$ cat config.mk
export PLATFORM = sky130hd
export DESIGN_NAME = dbg_ctrl
export DESIGN_NICKNAME = d
export VERILOG_FILES = /design/src/rtl/dbg_pkg.sv /design/src/rtl/dbg_ctrl_lsu.sv /design/src/rtl/dbg_ctrl.sv
export SDC_FILE = /design/constraint.sdc
export NUM_CORES = 1
export LEC_CHECK = 0
export ABC_CLOCK_PERIOD_IN_PS = 3100
export CAP_MARGIN = 10
export CORE_MARGIN = 2
export CORE_UTILIZATION = 25
export CTS_CLUSTER_DIAMETER = 40
export CTS_CLUSTER_SIZE = 16
export DETAILED_ROUTE_END_ITERATION = 12
export SYNTH_ARGS = -nofsm -noshare
export SYNTH_HDL_FRONTEND = slang
export SYNTH_SLANG_ARGS = --single-unit
export TNS_END_PERCENT = 5
$ cat constraint.sdc
create_clock -name clk -period 3.1 [get_ports clk]
set_input_delay 0.62 -clock clk [delete_from_list [all_inputs] [get_ports clk]]
set_output_delay 0.62 -clock clk [all_outputs]
set_load 0.1 [all_outputs]
$ cat src/rtl/dbg_pkg.sv
// Shared types for the debug controller: command codes, FSM states, status bit positions and Wishbone structs.
// The ST_DRAIN state exists only when DBG_BUS_TIMEOUT_EN is defined.
package dbg_pkg;

   typedef enum logic [7:0] {
      CMD_NOP        = 8'h00,
      CMD_RD_BURST   = 8'h01,
      CMD_WR_BURST   = 8'h02,
      CMD_HALT       = 8'h03,
      CMD_RESUME     = 8'h04,
      CMD_RST_HART   = 8'h05,
      CMD_RST_PERIPH = 8'h06,
      CMD_RST_ALL    = 8'h07,
      CMD_HALT_ALL   = 8'h08,
      CMD_RESUME_ALL = 8'h09,
      CMD_CLR_ERR    = 8'h0A
   } dbg_cmd_e;

   typedef enum logic [2:0] {
      ST_IDLE,
      ST_RD_REQ,
      ST_RD_OUT,
      ST_WR_WAIT,
      ST_WR_REQ
`ifdef DBG_BUS_TIMEOUT_EN
      , ST_DRAIN
`endif
   } dbg_state_e;

   localparam int STAT_BUSY        = 0;
   localparam int STAT_ERR_ALIGN   = 1;
   localparam int STAT_ERR_CMD     = 2;
   localparam int STAT_ERR_TIMEOUT = 3;

   typedef struct packed {
      logic        cyc;
      logic        stb;
      logic        we;
      logic [3:0]  sel;
      logic [31:0] adr;
      logic [31:0] dat;
   } wb_m2s_t;

   typedef struct packed {
      logic        ack;
      logic [31:0] dat;
   } wb_s2m_t;

endpackage

$ cat src/rtl/dbg_ctrl_lsu.sv
// Single-word Wishbone access unit: holds a classic cycle while req is high, valid marks the ack beat.
module dbg_ctrl_lsu
   import dbg_pkg::*;
(
   input  logic        req,
   input  logic        we,
   input  logic [31:0] addr,
   input  logic [31:0] wdata,
   output logic        valid,
   output logic [31:0] rdata,
   output wb_m2s_t     wb_out,
   input  wb_s2m_t     wb_in
);

   always_comb begin
      wb_out.cyc = req;
      wb_out.stb = req;
      wb_out.we  = req & we;
      wb_out.sel = req ? 4'b1111 : 4'b0000;
      wb_out.adr = addr;
      wb_out.dat = wdata;
   end

   assign valid = req & wb_in.ack;
   assign rdata = wb_in.dat;

endmodule

$ cat src/rtl/dbg_ctrl.sv
// Host-to-Wishbone debug controller: command channel, streamed bursts, per-hart halt/reset, sticky errors.
// Optional per-beat bus timeout with write drain is enabled by defining DBG_BUS_TIMEOUT_EN.
module dbg_ctrl
   import dbg_pkg::*;
#(
   parameter int NUM_HARTS   = 4,
   parameter int LEN_W       = 8,
   parameter int TIMEOUT_CYC = 1024,
   localparam int HS_W       = (NUM_HARTS > 1) ? $clog2(NUM_HARTS) : 1
) (
   input  logic                 clk,
   input  logic                 rstn_i,
   input  logic                 cmd_valid_i,
   output logic                 cmd_ready_o,
   input  logic [7:0]           cmd_i,
   input  logic [HS_W-1:0]      hart_sel_i,
   input  logic [31:0]          addr_i,
   input  logic [LEN_W-1:0]     len_i,
   input  logic [31:0]          wdata_i,
   input  logic                 wdata_valid_i,
   output logic                 wdata_ready_o,
   output logic [31:0]          rdata_o,
   output logic                 rdata_valid_o,
   input  logic                 rdata_ready_i,
   output logic [3:0]           status_o,
   output logic [NUM_HARTS-1:0] halt_o,
   output logic [NUM_HARTS-1:0] core_rst_req_o,
   output logic                 periph_rst_req_o,
   output wb_m2s_t              wb_bus_o,
   input  wb_s2m_t              wb_bus_i
);

   dbg_state_e           state, state_nxt;
   logic [31:0]          addr_q, wdata_q, rdata_q;
   logic [LEN_W-1:0]     len_q;
   logic [LEN_W:0]       beat_q;
   logic                 err_align_q, err_cmd_q, err_to_q;
   logic [NUM_HARTS-1:0] halt_q, halt_nxt, core_rst_q, core_pulse;
   logic                 periph_rst_q, periph_pulse;
   logic                 load, step, rd_cap, wr_cap;
   logic                 set_align, set_cmd, clr_err;
   logic                 lsu_req, lsu_we, lsu_valid;
   logic [31:0]          lsu_rdata;
   logic                 last, hart_ok;
   logic [NUM_HARTS-1:0] hart_bit;
`ifdef DBG_BUS_TIMEOUT_EN
   logic                 to_hit, set_to;
`endif

   assign last     = (beat_q == {1'b0, len_q});
   assign hart_ok  = (32'(hart_sel_i) < NUM_HARTS);
   assign hart_bit = NUM_HARTS'(1) << hart_sel_i;

   always_comb begin
      state_nxt     = state;
      cmd_ready_o   = 1'b0;
      wdata_ready_o = 1'b0;
      rdata_valid_o = 1'b0;
      lsu_req       = 1'b0;
      lsu_we        = 1'b0;
      load          = 1'b0;
      step          = 1'b0;
      rd_cap        = 1'b0;
      wr_cap        = 1'b0;
      set_align     = 1'b0;
      set_cmd       = 1'b0;
      clr_err       = 1'b0;
      halt_nxt      = halt_q;
      core_pulse    = '0;
      periph_pulse  = 1'b0;
`ifdef DBG_BUS_TIMEOUT_EN
      set_to        = 1'b0;
`endif
      case (state)
         ST_IDLE: begin
            cmd_ready_o = 1'b1;
            if (cmd_valid_i) begin
               case (dbg_cmd_e'(cmd_i))
                  CMD_NOP: ;
                  CMD_RD_BURST, CMD_WR_BURST: begin
                     if (addr_i[1:0] != 2'b00) begin
                        set_align = 1'b1;
                     end else begin
                        load      = 1'b1;
                        state_nxt = (cmd_i == CMD_RD_BURST) ? ST_RD_REQ : ST_WR_WAIT;
                     end
                  end
                  CMD_HALT:       if (hart_ok) halt_nxt = halt_q | hart_bit;  else set_cmd = 1'b1;
                  CMD_RESUME:     if (hart_ok) halt_nxt = halt_q & ~hart_bit; else set_cmd = 1'b1;
                  CMD_RST_HART:   if (hart_ok) core_pulse = hart_bit;         else set_cmd = 1'b1;
                  CMD_RST_PERIPH: periph_pulse = 1'b1;
                  CMD_RST_ALL: begin
                     core_pulse   = '1;
                     periph_pulse = 1'b1;
                  end
                  CMD_HALT_ALL:   halt_nxt = '1;
                  CMD_RESUME_ALL: halt_nxt = '0;
                  CMD_CLR_ERR:    clr_err  = 1'b1;
                  default:        set_cmd  = 1'b1;
               endcase
            end
         end
         ST_RD_REQ: begin
            lsu_req = 1'b1;
            if (lsu_valid) begin
               rd_cap    = 1'b1;
               state_nxt = ST_RD_OUT;
            end
`ifdef DBG_BUS_TIMEOUT_EN
            else if (to_hit) begin
               set_to    = 1'b1;
               state_nxt = ST_IDLE;
            end
`endif
         end
         ST_RD_OUT: begin
            rdata_valid_o = 1'b1;
            if (rdata_ready_i) begin
               if (last) begin
                  state_nxt = ST_IDLE;
               end else begin
                  step      = 1'b1;
                  state_nxt = ST_RD_REQ;
               end
            end
         end
         ST_WR_WAIT: begin
            wdata_ready_o = 1'b1;
            if (wdata_valid_i) begin
               wr_cap    = 1'b1;
               state_nxt = ST_WR_REQ;
            end
         end
         ST_WR_REQ: begin
            lsu_req = 1'b1;
            lsu_we  = 1'b1;
            if (lsu_valid) begin
               if (last) begin
                  state_nxt = ST_IDLE;
               end else begin
                  step      = 1'b1;
                  state_nxt = ST_WR_WAIT;
               end
            end
`ifdef DBG_BUS_TIMEOUT_EN
            else if (to_hit) begin
               set_to = 1'b1;
               if (last) begin
                  state_nxt = ST_IDLE;
               end else begin
                  step      = 1'b1;
                  state_nxt = ST_DRAIN;
               end
            end
`endif
         end
`ifdef DBG_BUS_TIMEOUT_EN
         // Host still streams the rest of an aborted write; swallow it so the link stays in sync.
         ST_DRAIN: begin
            wdata_ready_o = 1'b1;
            if (wdata_valid_i) begin
               if (last) state_nxt = ST_IDLE;
               else      step      = 1'b1;
            end
         end
`endif
         default: state_nxt = ST_IDLE;
      endcase
   end

   always_ff @(posedge clk or negedge rstn_i) begin
      if (!rstn_i) begin
         state        <= ST_IDLE;
         beat_q       <= '0;
         rdata_q      <= '0;
         err_align_q  <= 1'b0;
         err_cmd_q    <= 1'b0;
         halt_q       <= '0;
         core_rst_q   <= '0;
         periph_rst_q <= 1'b0;
      end else begin
         state        <= state_nxt;
         halt_q       <= halt_nxt;
         core_rst_q   <= core_pulse;
         periph_rst_q <= periph_pulse;
         if (load)      beat_q <= '0;
         else if (step) beat_q <= beat_q + (LEN_W+1)'(1);
         if (rd_cap)    rdata_q <= lsu_rdata;
         if (clr_err) begin
            err_align_q <= 1'b0;
            err_cmd_q   <= 1'b0;
         end else begin
            if (set_align) err_align_q <= 1'b1;
            if (set_cmd)   err_cmd_q   <= 1'b1;
         end
      end
   end

   // Burst address/length and the outgoing write word are pure data and need no reset.
   always_ff @(posedge clk) begin
      if (load) begin
         addr_q <= addr_i;
         len_q  <= len_i;
      end else if (step) begin
         addr_q <= addr_q + 32'd4;
      end
      if (wr_cap) wdata_q <= wdata_i;
   end

`ifdef DBG_BUS_TIMEOUT_EN
   localparam int TO_W = $clog2(TIMEOUT_CYC) + 1;
   logic [TO_W-1:0] to_q;
   logic            in_req;

   assign in_req = (state == ST_RD_REQ) || (state == ST_WR_REQ);
   assign to_hit = in_req && !lsu_valid && (to_q == TO_W'(TIMEOUT_CYC - 1));

   always_ff @(posedge clk or negedge rstn_i) begin
      if (!rstn_i) begin
         to_q     <= '0;
         err_to_q <= 1'b0;
      end else begin
         to_q <= (in_req && !lsu_valid) ? to_q + TO_W'(1) : '0;
         if (clr_err)     err_to_q <= 1'b0;
         else if (set_to) err_to_q <= 1'b1;
      end
   end
`else
   assign err_to_q = 1'b0;
`endif

   assign rdata_o          = rdata_q;
   assign halt_o           = halt_q;
   assign core_rst_req_o   = core_rst_q;
   assign periph_rst_req_o = periph_rst_q;
   assign status_o         = {err_to_q, err_cmd_q, err_align_q, (state != ST_IDLE)};

   dbg_ctrl_lsu u_lsu (
      .req    (lsu_req),
      .we     (lsu_we),
      .addr   (addr_q),
      .wdata  (wdata_q),
      .valid  (lsu_valid),
      .rdata  (lsu_rdata),
      .wb_out (wb_bus_o),
      .wb_in  (wb_bus_i)
   );

endmodule

Word level (Yosys, flattened, before mapping)
Index checks and enable logic that the tools add are counted.
{ "op_classes": {"add_sub_neg": 2, "eq_ne": 22, "shift": 1, "n_mux": 54, "bitwise_logic": 5, "n_reduce_logical": 14} }
{ "op_table": {"columns": ["op", "count"], "rows": [
  ["32-bit two-way mux", 2],
  ["1-bit two-way mux", 34],
  ["32-bit by 3-bit adder with 32-bit output (second input constant)", 1],
  ["8-bit by 3-bit == test with 1-bit output (second input constant)", 4],
  ["8-bit by 4-bit == test with 1-bit output (second input constant)", 3],
  ["3-bit two-way mux", 7],
  ["9-bit two-way mux", 2],
  ["8-bit by 2-bit == test with 1-bit output (second input constant)", 2],
  ["4-bit one-hot mux with 4 select lines", 1],
  ["3-bit one-hot mux with 5 select lines", 1],
  ["4-bit two-way mux", 3],
  ["2-bit != test (second input constant)", 6],
  ["11-bit OR reduction", 1],
  ["9-bit by 1-bit adder with 9-bit output (second input constant)", 1],
  ["9-bit by 8-bit == test with 1-bit output", 1],
  ["8-bit by 1-bit == test with 1-bit output (second input constant)", 1],
  ["8-bit zero test", 1],
  ["4-bit one-hot mux with 2 select lines", 1],
  ["2-bit nonzero test", 4],
  ["7-bit AND reduction", 1],
  ["3-bit by 2-bit == test with 1-bit output (second input constant)", 2],
  ["2-bit OR reduction", 3],
  ["4-bit bitwise AND", 1],
  ["2-bit two-way mux", 2],
  ["12 further kinds", 13]
]} }
{ "word_totals": {"ff_bits": 127, "inputBits": 120, "output_inout_bits": 119, "elab_cells": 109} }

Logic depth before layout (Yosys ltp)
Gate-level depths: netlist of run 1.
{ "depth": {"word_depth": 8, "ltp_mapped": 8, "ltp_nobuf": 6} }

Cells and area by module
A second synthesis of run 1 with hierarchy kept.
{ "hier_totals": {"hier_cells": 571, "area_unflattened_um2": 6476.2} }
{ "modules_own_cells": {"columns": ["module", "instances", "cells_each", "area_per_inst_um2", "seq_area_each_um2"], "rows": [
  ["dbg_ctrl", 1, 467, 5698.0, 3538.4],
  ["dbg_ctrl_lsu", 1, 104, 778.2, 0.0]
]} }

Worst setup path before layout of run 1
Ideal clock, no wire load.
{ "synth_timing": {"path_type": "flip-flop to flip-flop", "start": "reg state[2]", "end": "reg state[2]", "setup_ns": 0.127, "arrival_time_ns": 3.434, "required_time_ns": 2.973, "setup_slack_ns": -0.460, "path_stages_with_launch": 6, "path_buffers": 1, "synth_period_minus_slack_ns": 3.560, "path_cell_list": "dfrtp_1 > clkbuf_1 > nor3b_1 > o2bb2ai_1 > nor3b_1 > o32a_1"} }
{ "synth_between": {"elab_chain_cells": 6, "word_cells_on_any_way": 17, "cone_classes": "11 x eq/ne; 2 x mux; 1 x bitwise; 3 x reduce/logical"} }
{ "synth_rtl": {"columns": ["element", "line_no", "rtl"], "rows": [
  ["start: declaration", "dbg_ctrl.sv:33", "dbg_state_e state, state_nxt;"],
  ["start signal: assignment", "dbg_ctrl.sv:182", "state <= state_nxt;"],
  ["3-bit == test / 3-bit by 1-bit == test with 1-bit output (equally long branches)", "dbg_ctrl.sv:74", "case (state)"],
  ["2-bit OR reduction (no line)", null, null],
  ["1-bit two-way mux", "dbg_ctrl.sv:74", null],
  ["1-bit bitwise AND", "dbg_ctrl_lsu.sv:24", "assign valid = req & wb_in.ack;"],
  ["2-bit != test (no line)", null, null],
  ["7-bit AND reduction (no line)", null, null]
]} }
Parallel ways exist; a longest one is shown, timed or not.
A chain may end at the register's enable or synchronous reset.

==> results of run 1 <==
==> flip-flops by register name (all words and copies together) (netlist names) <==
name and cells:
rdata_o 32, addr_q 32, periph_rst_req_o 1, halt_o 4, err_align_q 1, state 3
wdata_q 32, len_q 8, err_cmd_q 1, core_rst_req_o 4, beat_q 9
==> cell usage in the layout (no fill, tap or decap), types with 3 or more instances in the layout <==
cell	count
nor3_1	5
xor2_1	29
nor2b_1	3
mux2_2	32
nor2_1	33
dfrtp_1	55
nand2_1	46
clkdlybuf4s50_1	118
inv_4	3
nand4_1	12
buf_4	130
conb_1	3
clkbuf_16	18
xnor2_1	9
nor3b_1	3
inv_1	8
a21oi_1	10
edfxtp_1	72
or4_1	3
nand2b_1	3
nand3_1	21
o31ai_1	5
o211ai_1	3
and3_1	6
o21ai_1	7
o21ai_0	33
==> per-layer routing <==
layer | GRT usage | wire, um | up-vias
li1 | - | - | 2157
met1 | 0.155 | 6670 | 2066
met2 | 0.196 | 6850 | 187
met3 | 0.0602 | 1520 | 10
met4 | 0.0348 | 169 | 0
met5 | 0 | 0 | -
==> per-stage QoR <==
step | hold WS, ns | worst slack (ns) | area, sq um | power [mW] | cells
2_1_floorplan | 0.324 | 0.184 | 5710 | 6.37 | 464
3_3_place_gp | 0.459 | 0.252 | 8130 | 7.42 | 974
3_5_place_dp | 0.459 | 0.180 | 8130 | 7.45 | 974
4_1_cts | 0.0126 | 0.465 | 8730 | 9.56 | 1006
5_1_grt | 0.00958 | 0.354 | 8730 | 9.82 | 1006
6_report | 0.0364 | 0.520 | 8730 | 9.44 | 1006
==> final timing paths <==
kind	startpoint	endpoint	slack [ns]	cells after the start
setup / recovery	state[0]	wb_bus_o[70]	0.52	4
hold reg to reg	rdata_o[27]	rdata_o[27]	0.51	1
hold / removal	rstn_i	rdata_o[26]	0.04	1
min in group clk	rdata_o[27]	rdata_o[27]	0.51	1
setup reg to reg	state[1]	addr_q[12]	0.68	6
max in group asynchronous	rstn_i	periph_rst_req_o	2.41	2
==> cell type report <==
cell class | count | area [sq um] | area share
clock inverters | 11 | 126 | 0.0145
clock buffers | 21 | 482 | 0.0552
flip-flops and latches | 127 | 3540 | 0.405
well taps | 285 | 357 | 0.0408
repair buffers | 251 | 2200 | 0.252
inverters | 9 | 33.8 | 0.00387
multi-input cells | 302 | 1990 | 0.228
==> power groups by stage <==
stage | sequential, mW | combinational (mW) | clock, mW
detailed placement | 2.60 | 4.84 | 0
global route | 2.64 | 4.99 | 2.20
CTS | 2.58 | 4.84 | 2.13
finish | 2.58 | 4.81 | 2.06
global placement | 2.60 | 4.82 | 0
floorplan | 4.96 | 1.41 | 0
==> kinds of logic (layout without fill, tap and decap cells) <==
kind of cell,count (synthesis),in the layout,share of synthesized area
compound gates,68,68,0.0704
xor+xnor,38,38,0.0584
fa+ha+maj,2,2,0.00439
buf+inv,35,292,0.0327
flops,127,127,0.621
mux,34,34,0.0667
other cells,1,3,0.000658
simple gates,157,157,0.146
==> critical path: cells and delay by family, from the launching register on <==
kind | cells | cell delay (ns)
and+or+nand+nor | 1 | 0.40
xor gates and xnor gates | 1 | 0.13
DFF | 1 | 0.43
buffers and inverters | 2 | 0.59
==> results.cfg, run 1 <==
[cts]
numCtsBuffers = 17
htree_levels = 4
clk_path_buf_depth = 2
clk_pin_slew_ns = 0.06
cts-resized-gates = 0
cts_setup_buffers = 0
hold_buffers = 0
clock-sinks = 127
cts-root-buf = clkbuf_16
tritoncts = done
clk_latency_ns = 0.41

[worst_setup_path]
critical_path.slowest_cell = dfrtp_1
path_common_cell = buf_4
endpoint_kind = output port
crit_fanout = 12
cp_cell_sequence = buf_4, xnor2_1, nor2_1, buf_4
arrival_ns = 1.96
crit_type = register to output port
cp.required_ns = 2.48
slowest_delay_ns = 0.43
worstSetupStartpointType = register

[sta]
tightest_slew_ns = 0.925
rsz0062_at_grt = no
fin_crit_sh = 0.832
slew_viol_final = 0
tns_ns = 0
period_needed_ns = 2.58
hold_viol = 0
fmax_mhz = 388
relSlewSlack = 0.378
finClkSkew_ns = 0.00627
setup_viol = 0

[yosys]
post-synth-top-count-cell = edfxtp_1
synthArstFlopShare = 0.433
synth_top_area_share = 0.379
syn_area_per_cell_sq_um = 12.3
seq_area_frac_synth = 0.621
synth_area_sq_um = 5700
ys_types = 54
synth_area_leaders = edfxtp_1 38%, dfrtp_1 24%, mux2_2 6.3%, xor2_1 4.5%, nand2_1 3.0%
ys_ff_latch = 127
syn_inst = 462
synth-main-ff-cell = edfxtp_1
netlist.top_cell.by_area = edfxtp_1
synth_edf_count = 72
synthTopCellsByCount = 72 x edfxtp_1, 55 x dfrtp_1, 46 x nand2_1
ys.warnings.count = 0

[routing]
via_per_inst = 4.39
dr.pass1.iters = 4
vias = 4420
wirelength_mm = 15.2
ant_nets = 0
wl_per_cell_um = 15.1
drc = 0
first_iter_violations = 181

[final_layout]
diodes = 0
area_growth_pct = 53.2
final_nets = 830
n_fill_cell = 2192
drive_gt1_frac = 0.293
post-route-util = 0.388

[global_route]
grt_pass1_vias = 4444
grt_use_total = 0.126
grt_pass1_wl_mm = 23.4
grt-ovfl-total = 0
grt_antenna_before_repair = 0
grt_max_degree = 71

[power]
swShare = 0.511
p_int_mw = 4.61
peakVddDrop_uv = 890
power.density_nw_per_um2 = 1080
power.switching_mw = 4.83
p_comb_frac = 0.509
p_clk_frac = 0.218
power_leakage_nw = 3.45
p_seq_frac = 0.273

[job]
maxCapViolCount = 0

[die]
die-area_sq_um = 24000
coreArea_sq_um = 22500
ios = 239
initial_core_util = 0.253
die_h_um = 155
die_w_um = 155
core.rowCount = 55

[place]
post-dp-hpwl_mm = 11.2
portBuffers = 237
gp_congestion = 0.782

[run_status]
status = completed

[hold_path]
min_path_type = input pin to asynchronous set/reset pin
No activity file was read; power rests on OpenSTA's default activity.
==> inputs of run 2 (changes only) <==
--- a/config.mk
+++ b/config.mk
@@ -5,7 +5,7 @@
 export SDC_FILE = /design/constraint.sdc
 export NUM_CORES = 1
 export LEC_CHECK = 0
-export ABC_CLOCK_PERIOD_IN_PS = 3100
+export ABC_CLOCK_PERIOD_IN_PS = 2500
 export CAP_MARGIN = 10
 export CORE_MARGIN = 2
 export CORE_UTILIZATION = 25
==> constraint.sdc (replaced) <==
create_clock -name clk -period 2.5 [get_ports clk]
set_input_delay 0.5 -clock clk [delete_from_list [all_inputs] [get_ports clk]]
set_output_delay 0.5 -clock clk [all_outputs]
set_load 0.1 [all_outputs]
==> run 2 against run 1 <==
Effect of this change:
- sequential power grew 22%
- combinational power grew 34%
- sequential cell count is the same
- core utilization grew 1.5 points
- wire length grew 1.9%
- critical endpoint is now cmd_ready_o
==> results.cfg, run 2 (synthesized netlist as in run 1, its figures left out) <==
[cts]
cts-resized-gates = 0
cts-root-buf = clkbuf_16
clk_path_buf_depth = 2
clock-sinks = 127
tritoncts = done
htree_levels = 4
numCtsBuffers = 17
clk_latency_ns = 0.41
cts_setup_buffers = 0
clk_pin_slew_ns = 0.06
hold_buffers = 0

[job]
maxCapViolCount = 0

[worst_setup_path]
rr_startpoint = state[0]
arrival_ns = 1.87
crit_fanout = 12
crit_type = register to output port
endpoint_kind = output port
worstSetupStartpointType = register
ff2ff_path_depth = 6
r2r_setup_slack_ns = 0.46
cp.required_ns = 2.00
r2r-end = addr_q[3]

[die]
ios = 239
die_h_um = 155
die_w_um = 155
initial_core_util = 0.253
coreArea_sq_um = 22500
core.rowCount = 55
die-area_sq_um = 24000

[routing]
vias = 4597
wirelength_mm = 15.5
ant_nets = 0
wl_per_cell_um = 15.1
via_per_inst = 4.48
first_iter_violations = 238
drc = 0
dr.pass1.iters = 4

[final_layout]
drive_gt1_frac = 0.314
final_nets = 849
final_cell_mix = 135 x buf_4, 118 x clkdlybuf4s50_1, 72 x edfxtp_1
post-route-util = 0.403
area_growth_pct = 58.9
n_fill_cell = 2206
diodes = 0
final_common_cell = buf_4

[place]
gp_congestion = 0.763
portBuffers = 237
post-dp-hpwl_mm = 11.8

[sta]
fin_crit_sh = 0.947
fin_hold_ws_ns = 0.0149
rsz0062_at_grt = no
slew_viol_final = 0
setup_viol = 0
fmax_mhz = 422
period_needed_ns = 2.37
finClkSkew_ns = 0.00999
hold_viol = 0

[global_route]
grt-ovfl-total = 0
grt_pass1_vias = 4749
grt_antenna_before_repair = 0
grt_use_total = 0.130
grt_pass1_wl_mm = 24.4
grt_max_degree = 33

[power]
power.density_nw_per_um2 = 1340
power_leakage_nw = 3.57
peakVddDrop_uv = 1160

[run_status]
status = completed

[hold_path]
min_path_type = input pin to asynchronous set/reset pin
-- run 2: worst max-delay path by stage --
stage,startpoint,to
finish,state[2],cmd_ready_o
CTS,state[2],cmd_ready_o
global placement,cmd_i[5],addr_q[17]
detailed placement,cmd_i[5],addr_q[17]
floorplan,addr_q[2],addr_q[22]
global route,state[2],cmd_ready_o
-- run 2: worst max-delay path, stage by stage (launching register included) --
cell        delay [ns]
dfrtp_1           0.39
buf_4             0.19
or3_2             0.58
clkinvlp_4        0.12
buf_12            0.17
-- run 2: layout make-up --
class	instances	area, sq um	share of cell area
Clock buffer	17	425	0.0469
Clock inverter	15	170	0.0188
Inverter	9	37.5	0.00414
Multi-Input combinational cell	302	2010	0.222
Sequential cell	127	3540	0.390
Tap cell	285	357	0.0394
Timing Repair Buffer	270	2520	0.278
-- run 2: where the power goes --
group          leakage, nW  switching [mW]  internal (mW)
Clock                0.284           0.954           1.56
Sequential            1.34           0.365           2.80
Combinational         1.94            4.75           1.67
-- run 2: metrics by stage --
step           TNS [ns]  setup WS (ns)  cell area, sq um  total power, mW  instances
2_1_floorplan     -2.37         -0.148              5740             7.93        464
3_3_place_gp      -5.08         -0.114              8470             9.62        993
3_5_place_dp      -6.61         -0.128              8470             9.67        993
4_1_cts               0          0.106              9060             12.3       1025
5_1_grt               0         0.0840              9060             12.6       1025
6_report              0          0.133              9060             12.1       1025
-- run 2: layer usage --
metal / vias to the layer above / track usage / part of all wire
met5: - / 0 / 0
li1: 2205 / - / -
met3: 18 / 0.0540 / 0.099
met1: 2167 / 0.156 / 0.42
met2: 207 / 0.209 / 0.47
met4: 0 / 0.0450 / 0.015
